[src/rtl/sipo_y_ctrl_pkg.sv]
// Shared types and defaults for the Y-operand SRL ring sequencer.
package sipo_y_ctrl_pkg;

  localparam int DATA_WIDTH_DEF = 16;
  localparam int PE_NUM_DEF     = 8;
  localparam int REG_NUM_DEF    = 32;
  localparam int ITER_NUM_DEF   = 8;

  typedef enum logic [2:0] {
    ST_IDLE,
    ST_LOAD,
    ST_WAIT,
    ST_SHIFT,
    ST_DONE
  } state_t;

  // Never returns zero, so a modulus of 1 still gets a 1-bit register.
  function automatic int cnt_width(input int n);
    return (n > 1) ? $clog2(n) : 1;
  endfunction

endpackage

[src/rtl/sipo_y_ctrl_cnt.sv]
// Modulo-N counter with enable, synchronous clear and terminal-count flag.
module sipo_y_ctrl_cnt #(
  parameter int N = 4,
  parameter int W = 2
) (
  input  logic clk,
  input  logic rst,
  input  logic en,
  input  logic clr,
  output logic tc
);

  localparam logic [W-1:0] LAST = W'(N - 1);

  logic [W-1:0] cnt;

  assign tc = (cnt == LAST);

  always_ff @(posedge clk) begin
    if (rst || clr) begin
      cnt <= '0;
    end else if (en) begin
      cnt <= tc ? '0 : cnt + 1'b1;
    end
  end

endmodule

[src/rtl/sipo_y_ctrl.sv]
// Sequencer for the Y-operand SRL ring: load phase from a stream, then ITER_NUM shift rounds.
// Optional abort port pair is enabled by defining SIPO_Y_CTRL_ABORT_EN.
module sipo_y_ctrl
  import sipo_y_ctrl_pkg::*;
#(
  parameter int DATA_WIDTH = DATA_WIDTH_DEF,
  parameter int PE_NUM     = PE_NUM_DEF,
  parameter int REG_NUM    = REG_NUM_DEF,
  parameter int ITER_NUM   = ITER_NUM_DEF
) (
  input  logic                    clk,
  input  logic                    rst,
  input  logic                    start,
  input  logic                    s_valid,
  output logic                    s_ready,
  input  logic [2*DATA_WIDTH-1:0] s_data,
  input  logic [2*DATA_WIDTH-1:0] srl_tail,
  output logic                    srl_ce,
  output logic [2*DATA_WIDTH-1:0] srl_din,
  input  logic                    pe_ready,
  output logic                    round_start,
  output logic                    p_out_v,
  output logic                    busy,
  output logic                    done
`ifdef SIPO_Y_CTRL_ABORT_EN
  ,
  input  logic                    abort,
  output logic                    abort_ack
`endif
);

  localparam int LOAD_N = PE_NUM * REG_NUM;

  state_t state, state_nx;

  logic beat;
  logic abort_hit;
  logic load_tc, shift_tc, iter_tc;
  logic shift_en, iter_en, cnt_clr;
  logic ce_shift_q;

`ifdef SIPO_Y_CTRL_ABORT_EN
  assign abort_hit = abort && (state != ST_IDLE);
`else
  assign abort_hit = 1'b0;
`endif

  assign beat     = s_valid && s_ready;
  assign shift_en = (state == ST_SHIFT) && !abort_hit;
  assign iter_en  = shift_en && shift_tc;
  assign cnt_clr  = abort_hit || (state == ST_IDLE);

  sipo_y_ctrl_cnt #(.N(LOAD_N), .W(cnt_width(LOAD_N))) u_load_cnt (
    .clk (clk),
    .rst (rst),
    .en  (beat),
    .clr (cnt_clr),
    .tc  (load_tc)
  );

  sipo_y_ctrl_cnt #(.N(REG_NUM), .W(cnt_width(REG_NUM))) u_shift_cnt (
    .clk (clk),
    .rst (rst),
    .en  (shift_en),
    .clr (cnt_clr),
    .tc  (shift_tc)
  );

  sipo_y_ctrl_cnt #(.N(ITER_NUM), .W(cnt_width(ITER_NUM))) u_iter_cnt (
    .clk (clk),
    .rst (rst),
    .en  (iter_en),
    .clr (cnt_clr),
    .tc  (iter_tc)
  );

  always_ff @(posedge clk) begin
    if (rst) begin
      state <= ST_IDLE;
    end else begin
      state <= state_nx;
    end
  end

  always_comb begin
    state_nx    = state;
    s_ready     = 1'b0;
    round_start = 1'b0;
    busy        = (state != ST_IDLE);
    done        = 1'b0;
    if (abort_hit) begin
      state_nx = ST_IDLE;
    end else begin
      case (state)
        ST_IDLE: begin
          if (start) state_nx = ST_LOAD;
        end
        ST_LOAD: begin
          s_ready = 1'b1;
          if (s_valid && load_tc) state_nx = ST_WAIT;
        end
        ST_WAIT: begin
          if (pe_ready) begin
            state_nx    = ST_SHIFT;
            round_start = 1'b1;
          end
        end
        ST_SHIFT: begin
          if (shift_tc) state_nx = iter_tc ? ST_DONE : ST_WAIT;
        end
        ST_DONE: begin
          done     = 1'b1;
          state_nx = ST_IDLE;
        end
        default: state_nx = ST_IDLE;
      endcase
    end
  end

  // Ring controls lag the decision by one cycle; p_out_v lags shift-driven enables by one more.
  always_ff @(posedge clk) begin
    if (rst) begin
      srl_ce     <= 1'b0;
      srl_din    <= '0;
      ce_shift_q <= 1'b0;
      p_out_v    <= 1'b0;
    end else begin
      srl_ce     <= 1'b0;
      ce_shift_q <= 1'b0;
      p_out_v    <= ce_shift_q && !abort_hit;
      if (!abort_hit) begin
        if (beat) begin
          srl_ce  <= 1'b1;
          srl_din <= s_data;
        end else if (state == ST_SHIFT) begin
          srl_ce     <= 1'b1;
          srl_din    <= srl_tail;
          ce_shift_q <= 1'b1;
        end
      end
    end
  end

`ifdef SIPO_Y_CTRL_ABORT_EN
  always_ff @(posedge clk) begin
    if (rst) begin
      abort_ack <= 1'b0;
    end else begin
      abort_ack <= abort_hit;
    end
  end
`endif

endmodule

[config.mk]
export PLATFORM = sky130hd
export DESIGN_NAME = sipo_y_ctrl
export DESIGN_NICKNAME = d
export VERILOG_FILES = /design/src/rtl/sipo_y_ctrl_pkg.sv /design/src/rtl/sipo_y_ctrl_cnt.sv /design/src/rtl/sipo_y_ctrl.sv
export SDC_FILE = /design/constraint.sdc
export NUM_CORES = 1
export LEC_CHECK = 0
export CORE_UTILIZATION = 58
export DETAILED_ROUTE_END_ITERATION = 10
export DONT_BUFFER_PORTS = 1
export PLACE_DENSITY_LB_ADDON = 0.05
export SLEW_MARGIN = 10
export SYNTH_ARGS = -nofsm -noshare
export SYNTH_HDL_FRONTEND = slang
export SYNTH_SLANG_ARGS = --single-unit
[constraint.sdc]
create_clock -name clk -period 2.65 [get_ports clk]
set_input_delay 0.265 -clock clk [delete_from_list [all_inputs] [get_ports clk]]
set_output_delay 0.265 -clock clk [all_outputs]
set_load 0.01 [all_outputs]
After elaboration in Yosys (flattened, before gate mapping)
Index checks and enable logic that the tools add are counted.
Word-level totals
  output and inout port bits: 38
  flip-flop bits (word level): 54
  input bits: 69
Cells by class
  equality and inequality tests: 11
  reduce and logical (&&, ||, !) cells: 9
  add/sub/neg operators: 3
  mux-type cells: 17
Operator list (number)
  32-bit 2-to-1 mux: 2
  3-bit 2-to-1 mux: 6
  3-bit case mux with 4 select lines: 1
  8-bit by 1-bit adder with 8-bit output (second input constant): 1
  8-bit == test (second input constant): 1
  8-bit 2-to-1 mux: 1
  2-bit != test (second input constant): 4
  3-bit by 2-bit == test with 1-bit output (second input constant): 2
  3-bit == test (second input constant): 2
  1-bit 2-to-1 mux: 6
  5-bit by 1-bit adder with 5-bit output (second input constant): 1
  5-bit == test (second input constant): 1
  5-bit 2-to-1 mux: 1
  4-bit AND reduction: 1
  3-bit by 1-bit adder with 3-bit output (second input constant): 1
  3-bit by 1-bit == test with 1-bit output (second input constant): 1
  1-bit logical AND: 3
  3-bit zero test: 1
  3-bit nonzero test: 1
  2-bit nonzero test: 1
  2-bit OR reduction: 1
  1-bit logical OR: 1

Longest topological paths before layout
  word-level depth: 4
  mapped depth: 7

By module
From an unflattened synthesis, not the netlist that was laid out.
Second synthesis, totals
  cells, all modules: 328
  area, all modules: 2775.2 um2
By module, submodules not included
  sipo_y_ctrl: area each 2029.4 um2, seq. area each 760.7 um2, cells an instance 251, instances 1
  sipo_y_ctrl_cnt (u_load_cnt): area each 374.1 um2, seq. area each 160.2 um2, cells an instance 43, instances 1
  sipo_y_ctrl_cnt (u_shift_cnt): area each 229.0 um2, seq. area each 100.1 um2, cells an instance 22, instances 1
  sipo_y_ctrl_cnt (u_iter_cnt): area each 142.6 um2, seq. area each 60.1 um2, cells an instance 12, instances 1

Worst setup path before layout
Ideal clock, no wire load.
  path type: reg-to-reg
  from: register u_shift_cnt.cnt[0]
  to: register u_iter_cnt.cnt[0]
  cell stages (with the launch flop): 8
  required time: 2580 ps
  arrival: 1613 ps
  path slack: 967 ps
  period minus slack after synthesis: 1683 ps
  cells stage by stage: dfxtp_1 -> ha_1 -> and3_1 -> ha_1 -> clkbuf_1 -> nand2_1 -> or3_1 -> a21oi_1
Between the ends
  longest elaborated chain between the ends: 2
RTL lines
  from (decl): line sipo_y_ctrl_cnt.sv:15  | logic [W-1:0] cnt;
  from (signal assigned): line sipo_y_ctrl_cnt.sv:23  | cnt <= tc ? '0 : cnt + 1'b1;
  5-bit == test: line sipo_y_ctrl_cnt.sv:17  | assign tc = (cnt == LAST);
  1-bit logical AND: line sipo_y_ctrl.sv:50  | assign iter_en = shift_en && shift_tc;
  to (signal assigned): line sipo_y_ctrl_cnt.sv:23
  to (decl): line sipo_y_ctrl_cnt.sv:15
Every way passes these cells.
A chain may end at the register's enable or synchronous reset.

Worst setup path after layout
  from: register state[0]
  to: register srl_din[11]
Between the ends
  longest elaborated chain between the ends: 4
RTL lines
  from (decl): line sipo_y_ctrl.sv:34  | state_t state, state_nx;
  from (signal assigned): line sipo_y_ctrl.sv:81  | state <= state_nx;
  3-bit by 1-bit == test with 1-bit output: line sipo_y_ctrl.sv:94  | case (state)
  1-bit 2-to-1 mux: line sipo_y_ctrl.sv:94
  1-bit logical AND: line sipo_y_ctrl.sv:48  | assign beat = s_valid && s_ready;
  32-bit 2-to-1 mux or 2-bit nonzero test (tied branches)
  to (signal assigned): line sipo_y_ctrl.sv:134  | srl_din <= s_data;
  to (signal assigned): line sipo_y_ctrl.sv:137  | srl_din <= srl_tail;
  to (decl): line sipo_y_ctrl.sv:19  | output logic [2*DATA_WIDTH-1:0] srl_din,
Parallel ways exist; a longest one is shown, timed or not.

==> flow_metrics.py <==
metrics = {
    "run_status": {
        "status": "finished, final reports clean",
    },
    "floorplan": {
        "start_util_pct": 61.4,
        "die_h_um": 64.7,
        "boundaryPins": 107,
        "die_w_um": 64.7,
        "placementRows": 22,
        "dieArea_um2": 4190,
        "core-area_um2": 3720,
    },
    "yosys": {
        "synth_xor_area_share_pct": 2.30,
        "synth_top_family_by_area": "compound AO/OA/AOI/OAI gates",
        "synth-edff-count": 0,
        "synth-simple-area-share_pct": 18.4,
        "synth_area_um2": 2280,
        "syn-instance-count": 265,
        "synth_nets": 339,
        "synth_seq_cells": 54,
        "synth_compound_area_share_pct": 23.6,
        "synthMuxAreaShare_pct": 0.877,
        "ys_seq_area_share_pct": 47.4,
        "yosysWarnings": 0,
        "postSynthAreaPerCell_um2": 8.61,
        "yosys.cell_types.count": 37,
        "synthAdderAreaFrac_pct": 2.74,
        "synth_flop_cell": "dfxtp_1",
        "async_flop_share_pct": 0,
    },
    "layout": {
        "drive_gt1_share_pct": 5.02,
        "final_nets": 332,
        "fin_cells": 307,
        "num_antenna_cells": 0,
        "area_growth_pct": 5.70,
        "design_area_um2": 2410,
    },
    "place": {
        "dp_cells": 298,
        "place_area_um2": 2300,
        "numPortBuffers": 0,
        "dp_hpwl_mm": 3.34,
        "place_congestion": 0.753,
    },
    "route": {
        "vias": 1858,
        "antenna_left": 0,
        "routed_wl_mm": 4.81,
        "via_per_inst": 6.05,
        "first_iter_violations": 97,
        "avgRoutedWirePerCell_um": 15.7,
        "drc": 0,
        "firstDrtPassIters": 4,
    },
    "sta": {
        "hold_viol": 0,
        "fin_skew_ps": 3.50,
        "fmax_mhz": 515,
        "fin_tns_setup_ps": 0,
        "fin_crit_sh_pct": 73.3,
        "min_period_ps": 1940,
        "slew_headroom_pct": 57.5,
        "drv_slew": 0,
        "finalSetupViolations": 0,
        "worst_pin_slew_ps": 628,
        "rsz0062_at_grt": "false",
    },
    "setup_path": {
        "r2r_start": "state[0]$_SDFFE_PP0P_",
        "critPathCaptureType": "flop",
        "worstPathMaxFanout": 28,
        "ff2ff_setup_slack_ps": 710,
        "cp_common_cell": "buf_4",
        "crit_slowest_cell": "dfxtp_1",
        "cpPeakStageDelay_ps": 570,
        "cp.depth": 5,
        "critPathKind": "flop to flop",
        "start_kind": "flop",
        "reg2reg_depth": 5,
        "required_ps": 2880,
        "r2r_end": "srl_din[11]$_SDFFE_PP0P_",
        "cp_top_family": "flip-flops",
        "crit_arrival_ps": 2180,
        "crit_buf_inv": 2,
        "crit_chain": "nor4bb_4 > buf_4 > buf_4 > a22oi_1 > a21oi_1",
    },
    "cts": {
        "cts_root_buffer": "clkbuf_8",
        "clkSinkCount": 54,
        "clk_latency_ps": 300,
        "path_clk_slew_ps": 90,
        "h-tree-depth": 2,
        "cts_tree": "yes",
        "cts_made_buffers": 5,
        "clock_path_buffers": 2,
    },
    "pwr": {
        "p_per_area_nw_per_um2": 715,
        "power_mw": 1.73,
        "ir_drop_mv": 0.440,
        "p_leak_nw": 0.799,
    },
    "job": {
        "maxCapViolations": 0,
    },
    "global_route": {
        "grt_pass1_wl_mm": 7.29,
        "grt-ovfl-total": 0,
        "track_usage_pct": 22.6,
        "grt_max_degree": 40,
        "antenna_found_initial": 0,
        "first_global_vias": 1621,
    },
    "worst_hold_path": {
        "min_from": "rst",
        "worstHoldEndpoint": "srl_din[10]$_SDFFE_PP0P_",
        "hold_depth": 1,
        "hold_path.class": "primary input to flop",
    },
}
[Yosys cell counts, types with 2 or more instances]
library cell | instances | share of area [%]
xor2_1 | 5 | 1.9
dfxtp_1 | 54 | 47
nand4_1 | 3 | 0.82
nand2_1 | 46 | 7.6
and3_1 | 3 | 0.82
nor3_1 | 3 | 0.66
ha_1 | 5 | 2.7
buf_4 | 3 | 0.99
nand3_1 | 6 | 1.3
and4_1 | 2 | 0.77
mux2i_1 | 2 | 0.88
a22oi_1 | 32 | 11
clkbuf_1 | 4 | 0.66
a21oi_1 | 42 | 9.2
o21ai_0 | 5 | 1.1
nor2_1 | 13 | 2.1
nor4b_1 | 2 | 0.77
a211oi_1 | 2 | 0.66
or3_1 | 3 | 0.82
buf_2 | 12 | 2.6
inv_1 | 2 | 0.33
[repair_timing]
item,in CTS,in global routing
hold endpoints to repair,0,1
hold buffers,0,1
endpoints found under the setup margin,0,0
buffers inserted,0,0
gates resized for setup,0,0
[per-layer routing]
metal / GRT usage [%] / vias up / routed length (µm)
met5: 0 / - / 0
met4: 8.89 / 0 / 70
met3: 9.15 / 6 / 425
met2: 36.1 / 79 / 2220
met1: 26.9 / 837 / 2090
li1: - / 936 / -
[registers in the layout (all words and copies together), names as in the netlist]
signal           flops
state                3
p_out_v              1
ce_shift_q           1
srl_ce               1
u_shift_cnt.cnt      5
u_load_cnt.cnt       8
srl_din             32
u_iter_cnt.cnt       3
[per-stage QoR]
stage	setup slack (ps)	hold WS, ps	util, %
finish	707	19.5	64.9
global route	535	3.07	64.9
CTS	737	12.1	64.6
detailed placement	756	341	61.8
global placement	799	338	61.8
floorplan	967	414	-
[final cells by class]
| class | count | area, µm² |
|---|---|---|
| Clock buffer | 7 | 76.3 |
| Sequential cell | 54 | 1080 |
| Clock inverter | 1 | 30.0 |
| Fill cell | 331 | 1300 |
| Timing Repair Buffer | 6 | 47.5 |
| Inverter | 2 | 7.51 |
| Multi-Input combinational cell | 189 | 1110 |
| Tap cell | 48 | 60.1 |
[cells by family after synthesis]
| family | Yosys count |
|---|---|
| DFF | 54 |
| buffers and inverters | 22 |
| adders and majority gates | 5 |
| muxes | 2 |
| AOI/OAI and AO/OA | 87 |
| xor gates and xnor gates | 6 |
| and+or+nand+nor | 89 |
[worst max path at each step]
stage | from | end | slack [ps]
detailed placement | state[0]$_SDFFE_PP0P_ | srl_din[11]$_SDFFE_PP0P_ | 760
finish | state[0]$_SDFFE_PP0P_ | srl_din[11]$_SDFFE_PP0P_ | 710
global route | state[0]$_SDFFE_PP0P_ | srl_din[27]$_SDFFE_PP0P_ | 530
global placement | state[0]$_SDFFE_PP0P_ | srl_din[1]$_SDFFE_PP0P_ | 800
floorplan | u_shift_cnt.cnt[0]$_SDFFE_PP0N_ | u_iter_cnt.cnt[0]$_SDFFE_PP0P_ | 970
CTS | state[0]$_SDFFE_PP0P_ | srl_din[11]$_SDFFE_PP0P_ | 740
[cell usage in the layout, fill, tap and decap left out, drive strengths merged, types with 3 or more instances in the layout]
| cell | count |
|---|---|
| or3 | 3 |
| nand4 | 3 |
| buf | 5 |
| a22oi | 32 |
| o21ai | 5 |
| nor2 | 13 |
| nor3 | 3 |
| clkbuf | 7 |
| ha | 5 |
| xor2 | 5 |
| dfxtp | 54 |
| a21oi | 42 |
| nand2 | 46 |
| and3 | 3 |
| nand3 | 6 |
[power breakdown]
| group | switching [mW] | internal [mW] |
|---|---|---|
| Combinational | 0.146 | 0.0955 |
| Clock | 0.250 | 0.283 |
| Sequential | 0.0785 | 0.872 |
| Total | 0.475 | 1.25 |
No activity file was read; power rests on OpenSTA's default activity.
